`config.mk`:
```
export PLATFORM = sky130hd
export DESIGN_NAME = seq_magnitude_comparator
export DESIGN_NICKNAME = d
export VERILOG_FILES = /design/src/rtl/seq_magnitude_comparator_pkg.sv /design/src/rtl/seq_magnitude_comparator_cmp_digit.sv /design/src/rtl/seq_magnitude_comparator.sv
export SDC_FILE = /design/constraint.sdc
export NUM_CORES = 1
export LEC_CHECK = 0
export CAP_MARGIN = 20
export CORE_ASPECT_RATIO = 0.75
export CORE_UTILIZATION = 53
export CTS_CLUSTER_SIZE = 20
export DETAILED_ROUTE_END_ITERATION = 8
export GPL_ROUTABILITY_DRIVEN = 1
export MAX_ROUTING_LAYER = met4
export PLACE_DENSITY = 0.91
export SLEW_MARGIN = 20
export SYNTH_ARGS = -nofsm -noshare
export SYNTH_HDL_FRONTEND = slang
export SYNTH_HIERARCHICAL = 1
export SYNTH_SLANG_ARGS = --single-unit
export TNS_END_PERCENT = 30
```
`constraint.sdc`:
```
create_clock -name clk -period 4.87 [get_ports clk]
set_clock_uncertainty 0.15 [all_clocks]
set_input_delay 1.461 -clock clk [delete_from_list [all_inputs] [get_ports clk]]
set_output_delay 1.461 -clock clk [all_outputs]
set_load 0.01 [all_outputs]
```
`src/rtl/seq_magnitude_comparator_pkg.sv`:
```
// Shared types for the sequential magnitude comparator: FSM states and the
// one-hot result encoding ordered as {smaller, equal, greater}.
package seq_magnitude_comparator_pkg;

  typedef enum logic {
    IDLE = 1'b0,
    SCAN = 1'b1
  } state_t;

  typedef logic [2:0] result_t;

  localparam result_t RESULT_NONE = 3'b000;
  localparam result_t SMALLER     = 3'b100;
  localparam result_t EQUAL       = 3'b010;
  localparam result_t GREATER     = 3'b001;

endpackage

```
`src/rtl/seq_magnitude_comparator_cmp_digit.sv`:
```
// Combinational unsigned comparison of one DIGIT-bit chunk.
module cmp_digit #(
  parameter int DIGIT = 1
) (
  input  logic [DIGIT-1:0] a,
  input  logic [DIGIT-1:0] b,
  output logic             lt,
  output logic             eq,
  output logic             gt
);

  assign lt = (a < b);
  assign eq = (a == b);
  assign gt = (a > b);

endmodule

```
`src/rtl/seq_magnitude_comparator.sv`:
```
// Compares a and b one DIGIT-bit chunk per cycle, MSB chunk first, stopping
// at the first differing chunk; signed mode flips the sign bits on capture.
module seq_magnitude_comparator
  import seq_magnitude_comparator_pkg::*;
#(
  parameter int WIDTH = 8,
  parameter int DIGIT = 1
) (
  input  logic             clk,
  input  logic             rst_n,
  input  logic             start,
  input  logic             signed_mode,
  input  logic [WIDTH-1:0] a,
  input  logic [WIDTH-1:0] b,
  output logic             busy,
  output logic             done,
  output logic             smaller,
  output logic             equal,
  output logic             greater
);

  localparam int N  = WIDTH / DIGIT;
  localparam int IW = (N > 1) ? $clog2(N) : 1;
  localparam logic [IW-1:0] LAST_IDX = IW'(N - 1);

  state_t          state, state_next;
  logic [IW-1:0]   idx, idx_next;
  logic [WIDTH-1:0] a_reg, b_reg;
  result_t         result, result_next;
  logic            done_next;
  logic            load;

  logic [DIGIT-1:0] a_chunks [N];
  logic [DIGIT-1:0] b_chunks [N];
  logic             chunk_lt, chunk_eq, chunk_gt;

  for (genvar i = 0; i < N; i++) begin : g_chunks
    assign a_chunks[i] = a_reg[i*DIGIT +: DIGIT];
    assign b_chunks[i] = b_reg[i*DIGIT +: DIGIT];
  end

  cmp_digit #(.DIGIT(DIGIT)) u_cmp_digit (
    .a  (a_chunks[idx]),
    .b  (b_chunks[idx]),
    .lt (chunk_lt),
    .eq (chunk_eq),
    .gt (chunk_gt)
  );

  always_comb begin
    state_next  = state;
    idx_next    = idx;
    result_next = result;
    done_next   = 1'b0;
    load        = 1'b0;
    case (state)
      IDLE: begin
        if (start) begin
          load       = 1'b1;
          idx_next   = LAST_IDX;
          state_next = SCAN;
        end
      end
      SCAN: begin
        if (!chunk_eq) begin
          result_next = chunk_lt ? SMALLER : (chunk_gt ? GREATER : result);
          done_next   = 1'b1;
          state_next  = IDLE;
        end else if (idx == '0) begin
          result_next = EQUAL;
          done_next   = 1'b1;
          state_next  = IDLE;
        end else begin
          idx_next = idx - IW'(1);
        end
      end
      default: state_next = IDLE;
    endcase
  end

  // Sign-bit flip maps two's-complement order onto plain unsigned order.
  always_ff @(posedge clk or negedge rst_n) begin
    if (!rst_n) begin
      state  <= IDLE;
      idx    <= '0;
      a_reg  <= '0;
      b_reg  <= '0;
      result <= RESULT_NONE;
      done   <= 1'b0;
    end else begin
      state  <= state_next;
      idx    <= idx_next;
      result <= result_next;
      done   <= done_next;
      if (load) begin
        a_reg <= {a[WIDTH-1] ^ signed_mode, a[WIDTH-2:0]};
        b_reg <= {b[WIDTH-1] ^ signed_mode, b[WIDTH-2:0]};
      end
    end
  end

  assign busy = (state == SCAN);
  assign {smaller, equal, greater} = result;

endmodule

```
After elaboration in Yosys (flattened, before gate mapping)
Cells that the tools add are included.
{ "totals": {"output_inout_bits": 5, "elab_cells": 45, "regBits": 24} }
{ "classes": {"bitwise_logic": 4, "reduce_logical": 4, "order_cmp": 3, "n_eq_ne": 5, "addsub": 1, "n_mux": 22} }
{ "op_table": {"columns": ["cell", "count"], "rows": [
  ["$mux W3", 7],
  ["$mux W1", 11],
  ["$bmux W1 S3", 2],
  ["$pmux W3 S2", 1],
  ["$reduce_and A3 Y1", 2],
  ["$ge A4 B4 Y1 const B", 1],
  ["$ne A2 B1 Y1 const B", 2],
  ["$ne A2 B2 Y1 const B", 2],
  ["$not A3 Y4", 1],
  ["$logic_not A3 Y1", 1],
  ["$reduce_bool A3 Y1", 1],
  ["$sub A3 B1 Y3 const B", 1],
  ["$pmux W1 S2", 1],
  ["$xor A1 B1 Y1", 2],
  ["$eq A1 B1 Y1", 1],
  ["$gt A1 B1 Y1", 1],
  ["$lt A1 B1 Y1", 1],
  ["$not A1 Y1", 1]
]} }

Depth between registers and ports, before layout
Gate-level depths: netlist (run 1).
{ "logic_depth": {"depth_word": 8, "depth_mapped": 10} }

Cells and area by module
The synthesis (run 1) kept the hierarchy.
{ "by_module_without_submodules": {"columns": ["mod", "n_inst", "seq_area_each_um2", "cells_per_inst", "area_per_inst_um2"], "rows": [
  ["seq_magnitude_comparator", 1, 600.6, 91, 1156.1],
  ["cmp_digit", 1, 0.0, 4, 32.5]
]} }

Worst setup path before layout (run 1)
No wires, ideal clock.
{ "synth_path": {"path_kind": "input to register", "from": "input port start", "to": "register a_reg[0]", "slack_ns": 2.478, "stages": 3, "setup_time_ns": 0.125, "required_ns": 4.595, "t_arrival_ns": 2.117, "n_path_buf": 1, "path_cell_list": "nor2b_2 buf_4 mux2_2"} }
{ "synth_between": {"elab_chain_cells": 2} }
{ "synth_lines": {"columns": ["item", "line", "source"], "rows": [
  ["from (decl)", "seq_magnitude_comparator.sv:11", "input logic start,"],
  ["$mux W1", "seq_magnitude_comparator.sv:58", "if (start) begin"],
  ["$mux W1", "seq_magnitude_comparator.sv:56", "case (state)"],
  ["to (signal assigned)", "seq_magnitude_comparator.sv:96", "a_reg <= {a[WIDTH-1] ^ signed_mode, a[WIDTH-2:0]};"],
  ["to (decl)", "seq_magnitude_comparator.sv:28", "logic [WIDTH-1:0] a_reg, b_reg;"]
]} }
No other way between the ends.
A chain may end at the register's enable or synchronous reset.

Worst setup path in the final report (run 1)
{ "layout_path": {"from": "register state, in the netlist busy", "to": "output port busy"} }
{ "layout_rtl": {"columns": ["item", "line", "source"], "rows": [
  ["from (decl)", "seq_magnitude_comparator.sv:26", "state_t state, state_next;"],
  ["from (signal assigned)", "seq_magnitude_comparator.sv:91", "state <= state_next;"],
  ["to (decl)", "seq_magnitude_comparator.sv:15", "output logic busy,"]
]} }
No word-level cell between the ends.

==> results of run 1 <==
[worst paths after layout]
path | start | end | depth (start not counted)
setup / recovery | busy$_DFF_PN0_ | busy | 1
hold / removal | result[0]$_DFFE_PN0P_ | result[0]$_DFFE_PN0P_ | 1
setup reg to reg | idx[0]$_DFFE_PN0P_ | idx[1]$_DFFE_PN0P_ | 6
hold reg to reg | result[0]$_DFFE_PN0P_ | result[0]$_DFFE_PN0P_ | 1
max in group asynchronous | rst_n | a_reg[6]$_DFFE_PN0P_ | 1
min in group asynchronous | rst_n | result[2]$_DFFE_PN0P_ | 1
[layout make-up]
type / count / area, um^2 / area share, %
Tap cell: 24 / 30.03 / 2.048
Timing Repair Buffer: 24 / 235.2 / 16.04
Sequential cell: 24 / 600.6 / 40.96
Clock inverter: 1 / 30.03 / 2.048
Inverter: 6 / 22.52 / 1.536
Multi-Input combinational cell: 59 / 525.5 / 35.84
Clock buffer: 3 / 22.52 / 1.536
[metrics by stage]
stage                     total power [mW]  area [um^2]  instances
after floorplan                     0.7013         1189         95
after global placement              0.7855         1419        137
after global routing                 1.034         1466        141
after CTS                           0.9587         1471        141
after detailed placement            0.8157         1419        137
final                               0.9585         1466        141
[metal layers]
layer / GRT usage, % / vias to the layer above / part of all wire [%]
met5: - / - / 0
met2: 34.29 / 35 / 51
li1: - / 379 / -
met3: 5.793 / 6 / 5.8
met1: 24.39 / 405 / 42
met4: 4.000 / 0 / 1.0
[power groups by stage]
| stage | clock network, mW | logic [mW] | registers (mW) |
|---|---|---|---|
| floorplan | 0 | 0.361 | 0.340 |
| global placement | 0 | 0.424 | 0.362 |
| detailed placement | 0 | 0.446 | 0.369 |
| CTS | 0.145 | 0.450 | 0.364 |
| global route | 0.154 | 0.501 | 0.378 |
| finish | 0.143 | 0.452 | 0.363 |
[logic make-up (layout without fill, tap and decap cells)]
group / after synthesis / count (layout) / share of synthesized area (%)
buffers and inverters: 12 / 34 / 5.262
AND/OR/NAND/NOR: 21 / 21 / 8.211
XOR/XNOR: 2 / 2 / 1.474
multiplexers: 19 / 19 / 22.95
AO/OA/AOI/OAI: 13 / 13 / 7.369
adder cells (fa/ha/maj): 4 / 4 / 4.211
flip-flops: 24 / 24 / 50.53
[synthesized netlist by cell type (2+ instances only)]
library cell / n / share of area (%)
a21oi_1: 4 / 1.7
a2bb2oi_1: 2 / 1.5
buf_2: 2 / 0.84
buf_4: 2 / 1.3
dfrtp_1: 24 / 51
ha_1: 4 / 4.2
inv_1: 6 / 1.9
mux2_2: 14 / 13
mux4_1: 4 / 8.8
nand2_1: 10 / 3.2
nand2b_1: 2 / 1.1
nor2_1: 5 / 1.6
o22ai_1: 2 / 1.1
xnor2_1: 2 / 1.5
==> summary.md, run 1 <==
| Metric | Value |
|---|---|
| Outcome | `complete, but fails checks` |
| Failing checks | `DRC` |
| Clock sinks | `24` |
| Largest stage delay on the critical path | `0.60 ns` |
| Clock power frac | `14.9%` |
| Core Util, Final | `70.94%` |
| CP required | `3.26 ns` |
| Total congestion overflow | `0` |
| Height of the die | `43.01 um` |
| Fin. Hold Viols | `0` |
| Die area | `2438 um^2` |
| Clock slew at reported path FFs | `0.13 ns` |
| Diodes inserted | `0` |
| Die width | `56.69 um` |
| Post-synthesis sequential area ratio | `50.53%` |
| First drt pass iteration count | `6` |
| CP Capture Type | `output port` |
| Layout cells sized above 1 | `17.09%` |
| Synthesized Nets | `119` |
| Post-CTS sizing | `0` |
| Crit Path Class | `register to output port` |
| Drt total wl | `2.043 mm` |
| Final layout net count | `142` |
| WP data arrival | `1.48 ns` |
| Fin Setup TNS | `0 ns` |
| Ys Warns | `6` |
| Avg WL per Cell | `14.49 um` |
| Maximum clock insertion buffer count | `2` |
| VDD IR max | `0.2969 mV` |
| Tcrit/Tclk final | `63.46%` |
| Post-synthesis register bit count | `24` |
| Worst slew pin tran | `0.8978 ns` |
| Core area | `2067 um^2` |
| Most frequent cells in the layout | `dfrtp_1 (24), clkdlybuf4s50_1 (23), mux2_2 (14)` |
| Buf/Inv on CP | `1` |
| Worst-Skew Late Latency | `0.31 ns` |
| Largest net degree at the start of global routing | `25` |
| Crit-path slowest cell | `clkdlybuf4s50_1` |
| Placement row count | `14` |
| Initial core utilization | `57.51%` |
| Hold slack | `0.3608 ns` |
| Flop pwr share | `37.9%` |
| FF-to-FF setup slack | `2.47 ns` |
| Switching power | `0.3363 mW` |
| Avg Cell Area, Syn | `12.51 um^2` |
| Setup Viol. Count Final | `0` |
| Cells along the critical path | `clkdlybuf4s50_1` |
| Port Buffers | `24` |
| Net Sw Frac | `35.08%` |
| 1st-iter DRT viols | `16` |
| Area Overhead vs Synth | `23.37%` |
| DR vias | `825` |
| Vias in the first global route | `804` |
| Ys flop type | `dfrtp_1` |
| Hold buffers post-CTS | `0` |
| Startpoint class of the critical path | `register` |
| Combinational power share | `47.2%` |
| Critical Path Fanout Max | `11` |
| Yosys cell types | `26` |
| GRT Overall Usage | `20.19%` |
| Max Fclk | `323.6 MHz` |
| RSZ-0062 raised after global routing | `false` |
| Slew Limit Fails | `0` |
| Post-DP HPWL | `1.464 mm` |
| Vias/cell | `5.851` |
| Pint | `0.6223 mW` |
| Power per standard cell area | `653.7 nW/um^2` |
| Setup Fix Bufs, Post-CTS | `0` |
| Worst Setup Slack, final | `1.779 ns` |
| First-pass GRT wire length | `3.512 mm` |
| DRT antenna net count | `0` |
| FILL cells | `147` |
| Synthesized area | `1189 um^2` |
| Most common cell after layout, fill and taps aside | `dfrtp_1` |
| Critical path's top delay family | `buffers and inverters` |
| Post-synthesis async set-or-reset flop share | `100.0%` |
| Clock Tree Root | `clkbuf_4` |
| Max-Cap Viols | `0` |
| Place WS | `1.474 ns` |
| Pleak | `0.6567 nW` |
| Post-synth EDFFs | `0` |
| Min-delay worst type | `register to register` |
| Cells after Synth | `95` |
| Htree depth | `1` |
| Num CTS Buffers | `3` |
| Antenna violations before repair | `0` |
| Slew headroom | `39.88%` |
| TritonCTS clock tree | `built` |
| # IOs | `25` |
| Minimum clock period | `3.091 ns` |
| Gpl congestion | `0.7783` |
| Residual DRC | `2` |
No activity file was read; power rests on OpenSTA's default activity.
==> run 2, diff against run 1 <==
--- a/config.mk
+++ b/config.mk
@@ -7,12 +7,12 @@
 export LEC_CHECK = 0
 export CAP_MARGIN = 20
 export CORE_ASPECT_RATIO = 0.75
-export CORE_UTILIZATION = 53
+export CORE_UTILIZATION = 49
 export CTS_CLUSTER_SIZE = 20
 export DETAILED_ROUTE_END_ITERATION = 8
 export GPL_ROUTABILITY_DRIVEN = 1
 export MAX_ROUTING_LAYER = met4
-export PLACE_DENSITY = 0.91
+export PLACE_DENSITY = 0.85
 export SLEW_MARGIN = 20
 export SYNTH_ARGS = -nofsm -noshare
 export SYNTH_HDL_FRONTEND = slang
==> constraint.sdc (replaced) <==
create_clock -name clk -period 3.1 [get_ports clk]
set_clock_uncertainty 0.15 [all_clocks]
set_input_delay 0.93 -clock clk [delete_from_list [all_inputs] [get_ports clk]]
set_output_delay 0.93 -clock clk [all_outputs]
set_load 0.01 [all_outputs]
==> run 2 against run 1 <==
  * Combinational power grew 55%
  * Count of clock-buffer cells in the layout grew 1
  * Critical endpoint unchanged
  * First-iteration DRC count shrank 6.3%
  * The flow now finishes without violations
==> summary.md, run 2 (synthesis gave the netlist of run 1 again) <==
| Metric | Value |
|---|---|
| First drt pass iteration count | `4 (was 6)` |
| Critical path's top delay family | `buffers and inverters (unchanged)` |
| Design area | `1483 um^2 (was 1466 um^2)` |
| Height of the die | `44.66 um (was 43.01 um)` |
| Largest net degree at the start of global routing | `25 (unchanged)` |
| GRT Overall Usage | `17.59% (was 20.19%)` |
| Avg WL per Cell | `12.90 um (was 14.49 um)` |
| Drt total wl | `1.973 mm (was 2.043 mm)` |
| Outcome | `finished, final reports clean (was complete, but fails checks)` |
| Placed Area | `1446 um^2 (was 1419 um^2)` |
| Die area | `2629 um^2 (was 2438 um^2)` |
| WP data arrival | `1.49 ns (was 1.48 ns)` |
| Final layout net count | `144 (was 142)` |
| FF-to-FF setup slack | `0.78 ns (was 2.47 ns)` |
| Residual DRC | `0 (was 2)` |
| Buf/Inv on CP | `1 (unchanged)` |
| Num CTS Buffers | `3 (unchanged)` |
| TritonCTS clock tree | `built (unchanged)` |
| Clock slew at reported path FFs | `0.13 ns (about the same)` |
| Most frequent cells in the layout | `dfrtp_1 (24), clkdlybuf4s50_1 (24), mux2_2 (14) (was dfrtp_1 (24), clkdlybuf4s50_1 (23), mux2_2 (14))` |
| Placement row count | `15 (was 14)` |
| Power per standard cell area | `966.0 nW/um^2 (was 653.7 nW/um^2)` |
| Hold slack | `0.3656 ns (was 0.3608 ns)` |
| Vias in the first global route | `782 (was 804)` |
| Max-Cap Viols | `0 (unchanged)` |
| # IOs | `25 (unchanged)` |
| Fin Setup TNS | `0 ns (unchanged)` |
| Min-delay worst type | `register to register (unchanged)` |
| Maximum clock insertion buffer count | `2 (unchanged)` |
| Port Buffers | `24 (unchanged)` |
| DRT antenna net count | `0 (unchanged)` |
| VDD IR max | `0.3429 mV (was 0.2969 mV)` |
| Fin. Hold Viols | `0 (unchanged)` |
| Vias/cell | `5.144 (was 5.851)` |
| Slew headroom | `77.19% (was 39.88%)` |
| Setup Fix Bufs, Post-CTS | `0 (unchanged)` |
| DR vias | `787 (was 825)` |
| Hold buffers post-CTS | `0 (unchanged)` |
| Max Fclk | `389.3 MHz` |
| Post-DP HPWL | `1.451 mm (was 1.464 mm)` |
| Minimum clock period | `2.569 ns` |
| Antenna violations before repair | `0 (unchanged)` |
| Clock Tree Root | `clkbuf_4 (unchanged)` |
| Pleak | `0.6597 nW (was 0.6567 nW)` |
| Startpoint class of the critical path | `register (unchanged)` |
| CP required | `2.02 ns (was 3.26 ns)` |
| Worst-Skew Late Latency | `0.31 ns (about the same)` |
| Core area | `2290 um^2 (was 2067 um^2)` |
| Crit Path Class | `register to output port (unchanged)` |
| CP Capture Type | `output port (unchanged)` |
| Setup Viol. Count Final | `0 (unchanged)` |
| Largest stage delay on the critical path | `0.61 ns (was 0.60 ns)` |
| First-pass GRT wire length | `3.243 mm (was 3.512 mm)` |
| Gpl congestion | `0.8006 (was 0.7783)` |
| RSZ-0062 raised after global routing | `false (unchanged)` |
| Post-CTS sizing | `0 (unchanged)` |
| Clock sinks | `24 (unchanged)` |
| Critical Path Fanout Max | `11 (unchanged)` |
| Area Overhead vs Synth | `24.74% (was 23.37%)` |
| Layout cells sized above 1 | `17.65% (was 17.09%)` |
| Tcrit/Tclk final | `82.87%` |
| Total congestion overflow | `0 (unchanged)` |
| Cells along the critical path | `clkdlybuf4s50_1 (unchanged)` |
| Die width | `58.87 um (was 56.69 um)` |
| Diodes inserted | `0 (unchanged)` |
| Slew Limit Fails | `0 (unchanged)` |
| Crit-path slowest cell | `clkdlybuf4s50_1 (unchanged)` |
| Initial core utilization | `51.91% (was 57.51%)` |
| Worst slew pin tran | `0.3422 ns (was 0.8978 ns)` |
| Htree depth | `1 (unchanged)` |
| 1st-iter DRT viols | `15 (was 16)` |
[run 2: per-stage QoR]
| step | power [mW] | instances | setup WS (ns) | utilization [%] |
|---|---|---|---|---|
| 2_1_floorplan | 1.102 | 95 | 0.9275 | - |
| 3_3_place_gp | 1.244 | 149 | 0.6790 | 63.17 |
| 3_5_place_dp | 1.281 | 149 | 0.6634 | 63.17 |
| 4_1_cts | 1.444 | 153 | 0.5327 | 64.75 |
| 5_1_grt | 1.544 | 153 | 0.4748 | 64.75 |
| 6_report | 1.432 | 153 | 0.5310 | 64.75 |
[run 2: where the power goes]
part	internal (mW)	switching (mW)
clock network	0.0718	0.0902
logic	0.388	0.311
registers	0.465	0.107
[run 2: per-layer routing]
layer	part of all wire (%)	up-vias	routed length, um	global-route usage, %
met4	0.51	0	10	5.714
met2	49	22	962	29.77
met5	0	-	0	-
met1	45	380	884	19.58
li1	-	383	-	-
met3	5.8	2	115	6.140
[run 2: path summary, 6_finish.rpt]
check                           cells after the start            startpoint                    to
worst max-delay path                                1        busy$_DFF_PN0_                  busy
max in group asynchronous                           2                 rst_n  a_reg[1]$_DFFE_PN0P_
worst min register to register                      1  a_reg[4]$_DFFE_PN0P_  a_reg[4]$_DFFE_PN0P_
worst max register to register                      7    idx[0]$_DFFE_PN0P_    idx[2]$_DFFE_PN0P_
min in group asynchronous                           2                 rst_n    idx[2]$_DFFE_PN0P_
worst min-delay path                                1  a_reg[4]$_DFFE_PN0P_  a_reg[4]$_DFFE_PN0P_
[run 2: layout make-up]
class                      instances  area [um^2]
fill                             185        807.0
sequential                        24        600.6
multi-input combinational         59        525.5
timing repair buffer              26        255.2
tap                               34        42.54
clock buffer                       4        36.28
inverter                           6        22.52
==> run 3, diff against run 2 <==
--- a/config.mk
+++ b/config.mk
@@ -7,12 +7,12 @@
 export LEC_CHECK = 0
 export CAP_MARGIN = 20
 export CORE_ASPECT_RATIO = 0.75
-export CORE_UTILIZATION = 49
+export CORE_UTILIZATION = 45
 export CTS_CLUSTER_SIZE = 20
 export DETAILED_ROUTE_END_ITERATION = 8
 export GPL_ROUTABILITY_DRIVEN = 1
 export MAX_ROUTING_LAYER = met4
-export PLACE_DENSITY = 0.85
+export PLACE_DENSITY = 0.83
 export SLEW_MARGIN = 20
 export SYNTH_ARGS = -nofsm -noshare
 export SYNTH_HDL_FRONTEND = slang
==> constraint.sdc (replaced) <==
create_clock -name clk -period 2.3 [get_ports clk]
set_clock_uncertainty 0.15 [all_clocks]
set_input_delay 0.69 -clock clk [delete_from_list [all_inputs] [get_ports clk]]
set_output_delay 0.69 -clock clk [all_outputs]
set_load 0.01 [all_outputs]
==> run 3 against run 2 <==
  * Via count is 2.3% higher
  * Final cell count is 0.65% higher
  * Flip-flop and latch count stayed put
  * Critical path depth stayed put
  * Sequential share of layout area is 0.97 points lower
  * Wire length is 5.9% higher
  * Register-to-register slack worse by 0.64 ns
  * Non-clock buffer count is 1 higher
  * Combinational power is 49% higher
  * Setup slack worse by 0.45 ns
  * Hold slack better by 0.00070 ns
  * First-iteration DRC count stayed put
  * Highest routed layer unchanged
==> summary.md, run 3 (synthesis gave the netlist of run 1 again) <==
| Metric | Value |
|---|---|
| Power per standard cell area | `1338 nW/um^2 (was 966.0 nW/um^2)` |
| Area Overhead vs Synth | `28.32% (was 24.74%)` |
| Clock sinks | `24 (unchanged)` |
| Antenna violations before repair | `0 (unchanged)` |
| Residual DRC | `0 (unchanged)` |
| Max-Cap Viols | `0 (unchanged)` |
| TritonCTS clock tree | `built (unchanged)` |
| Worst Setup Slack, final | `0.07773 ns (was 0.5310 ns)` |
| 1st-iter DRT viols | `15 (unchanged)` |
| # IOs | `25 (unchanged)` |
| Die width | `61.35 um (was 58.87 um)` |
| Slew Limit Fails | `0 (unchanged)` |
| Worst-Skew Late Latency | `0.33 ns (was 0.31 ns)` |
| Place WS | `-0.02966 ns (was 0.6634 ns)` |
| Critical path's top delay family | `buffers and inverters (unchanged)` |
| DR vias | `805 (was 787)` |
| Clock power frac | `11.0% (was 11.3%)` |
| Minimum clock period | `2.222 ns` |
| Critical Path Fanout Max | `11 (unchanged)` |
| Die area | `2853 um^2 (was 2629 um^2)` |
| Vias in the first global route | `803 (was 782)` |
| Clock Tree Root | `clkbuf_4 (unchanged)` |
| First drt pass iteration count | `2 (was 4)` |
| CP required | `1.46 ns (was 2.02 ns)` |
| Setup Viol. Count Final | `0 (unchanged)` |
| Net Sw Frac | `34.94% (was 35.43%)` |
| Fin. Hold Viols | `0 (unchanged)` |
| Buf/Inv on CP | `1 (unchanged)` |
| WP data arrival | `1.38 ns (was 1.49 ns)` |
| DRT antenna net count | `0 (unchanged)` |
| Height of the die | `46.51 um (was 44.66 um)` |
| RSZ-0062 raised after global routing | `false (unchanged)` |
| Tcrit/Tclk final | `96.62%` |
| Layout cells sized above 1 | `21.67% (was 17.65%)` |
| Post-DP HPWL | `1.548 mm (was 1.451 mm)` |
| Initial core utilization | `49.48% (was 51.91%)` |
| Total congestion overflow | `0 (unchanged)` |
| CP Capture Type | `output port (unchanged)` |
| Worst slew pin tran | `0.3342 ns (was 0.3422 ns)` |
| Core area | `2402 um^2 (was 2290 um^2)` |
| Largest stage delay on the critical path | `0.57 ns (was 0.61 ns)` |
| Hold slack | `0.3663 ns (was 0.3656 ns)` |
| Pleak | `0.6665 nW (was 0.6597 nW)` |
| Placed cell count | `149 (unchanged)` |
| Num CTS Buffers | `3 (unchanged)` |
| First-pass GRT wire length | `3.422 mm (was 3.243 mm)` |
| Most common cell after layout, fill and taps aside | `clkdlybuf4s50_1` |
| Cells along the critical path | `clkdlybuf4s50_1 (unchanged)` |
| Flop pwr share | `38.1% (was 39.9%)` |
| Min-delay worst type | `register to register (unchanged)` |
| Clock slew at reported path FFs | `0.13 ns (about the same)` |
| Diodes inserted | `0 (unchanged)` |
| Maximum clock insertion buffer count | `2 (unchanged)` |
| Max Fclk | `450.0 MHz` |
| Vias/cell | `5.227 (was 5.144)` |
| Startpoint class of the critical path | `register (unchanged)` |
| Final Non-Filler Cells | `154 (was 153)` |
| Crit Path Class | `register to output port (unchanged)` |
| Combinational power share | `51.0% (was 48.8%)` |
| Slew headroom | `77.72% (was 77.19%)` |
| Hold buffers post-CTS | `0 (unchanged)` |
| Pint | `1.327 mW (was 0.9248 mW)` |
| Placement row count | `15 (unchanged)` |
| Port Buffers | `24 (unchanged)` |
| GRT Overall Usage | `17.73% (was 17.59%)` |
| Final layout net count | `145 (was 144)` |
| Htree depth | `1 (unchanged)` |
| Crit-path slowest cell | `clkdlybuf4s50_1 (unchanged)` |
| Core Util, Final | `63.49% (was 64.75%)` |
| Avg WL per Cell | `13.57 um (was 12.90 um)` |
| Switching power | `0.7129 mW (was 0.5075 mW)` |
| Gpl congestion | `0.8256 (was 0.8006)` |
| Most frequent cells in the layout | `clkdlybuf4s50_1 (24), dfrtp_1 (22), mux2_2 (14) (was dfrtp_1 (24), clkdlybuf4s50_1 (24), mux2_2 (14))` |
| Drt total wl | `2.090 mm (was 1.973 mm)` |
| VDD IR max | `0.5104 mV (was 0.3429 mV)` |
| Largest net degree at the start of global routing | `25 (unchanged)` |
| Outcome | `finished, final reports clean (unchanged)` |
-- run 3: changes by cell type in the layout (fill, tap and decap cells not counted), sizes merged --
cell | previous run | this run
buf | 2 | 3
-- run 3: cell type report --
type / count / area (um^2)
Inverter: 6 / 22.52
Tap cell: 34 / 42.54
Timing Repair Buffer: 27 / 275.3
Sequential cell: 24 / 603.1
Clock buffer: 4 / 36.28
Fill cell: 209 / 877.1
Multi-Input combinational cell: 59 / 545.5
-- run 3: path summary, 6_finish.rpt --
| kind | depth (start not counted) | slack (ns) | to | startpoint |
|---|---|---|---|---|
| worst min register to register | 1 | 0.37 | b_reg[1]$_DFFE_PN0P_ | b_reg[1]$_DFFE_PN0P_ |
| max in group asynchronous | 2 | 1.19 | idx[0]$_DFFE_PN0P_ | rst_n |
| worst max-delay path | 1 | 0.08 | busy | busy$_DFF_PN0_ |
| worst max register to register | 7 | 0.14 | idx[2]$_DFFE_PN0P_ | idx[0]$_DFFE_PN0P_ |
| worst min-delay path | 1 | 0.37 | b_reg[1]$_DFFE_PN0P_ | b_reg[1]$_DFFE_PN0P_ |
| min in group asynchronous | 2 | 0.56 | result[1]$_DFFE_PN0P_ | rst_n |
-- run 3: per-stage QoR --
| step | power [mW] | cell area [um^2] | setup TNS [ns] |
|---|---|---|---|
| floorplan | 1.485 | 1189 | 0 |
| global placement | 1.693 | 1459 | 0 |
| detailed placement | 1.744 | 1459 | -0.02966 |
| CTS | 1.972 | 1498 | 0 |
| global route | 2.201 | 1525 | 0 |
| finish | 2.040 | 1525 | 0 |
-- run 3: per-layer routing --
metal / GRT usage, % / wire length, um / vias to the layer above
li1: - / - / 383
met4: 5.333 / 17 / 0
met5: - / 0 / -
met1: 19.43 / 955 / 400
met3: 5.056 / 91 / 3
met2: 31.52 / 1026 / 19
-- run 3: power groups by stage --
| stage | sequential (mW) | clock [mW] | combinational [mW] |
|---|---|---|---|
| 2_1_floorplan | 0.721 | 0 | 0.764 |
| 3_3_place_gp | 0.776 | 0 | 0.917 |
| 3_5_place_dp | 0.786 | 0 | 0.959 |
| 4_1_cts | 0.779 | 0.230 | 0.963 |
| 5_1_grt | 0.801 | 0.248 | 1.15 |
| 6_report | 0.777 | 0.224 | 1.04 |
-- run 3: repair_timing --
action	in CTS	in global routing
buffers inserted	0	1
setup endpoints to repair	3	5
gates cloned	0	0
gates resized for setup	2	3
hold endpoints to repair	0	0
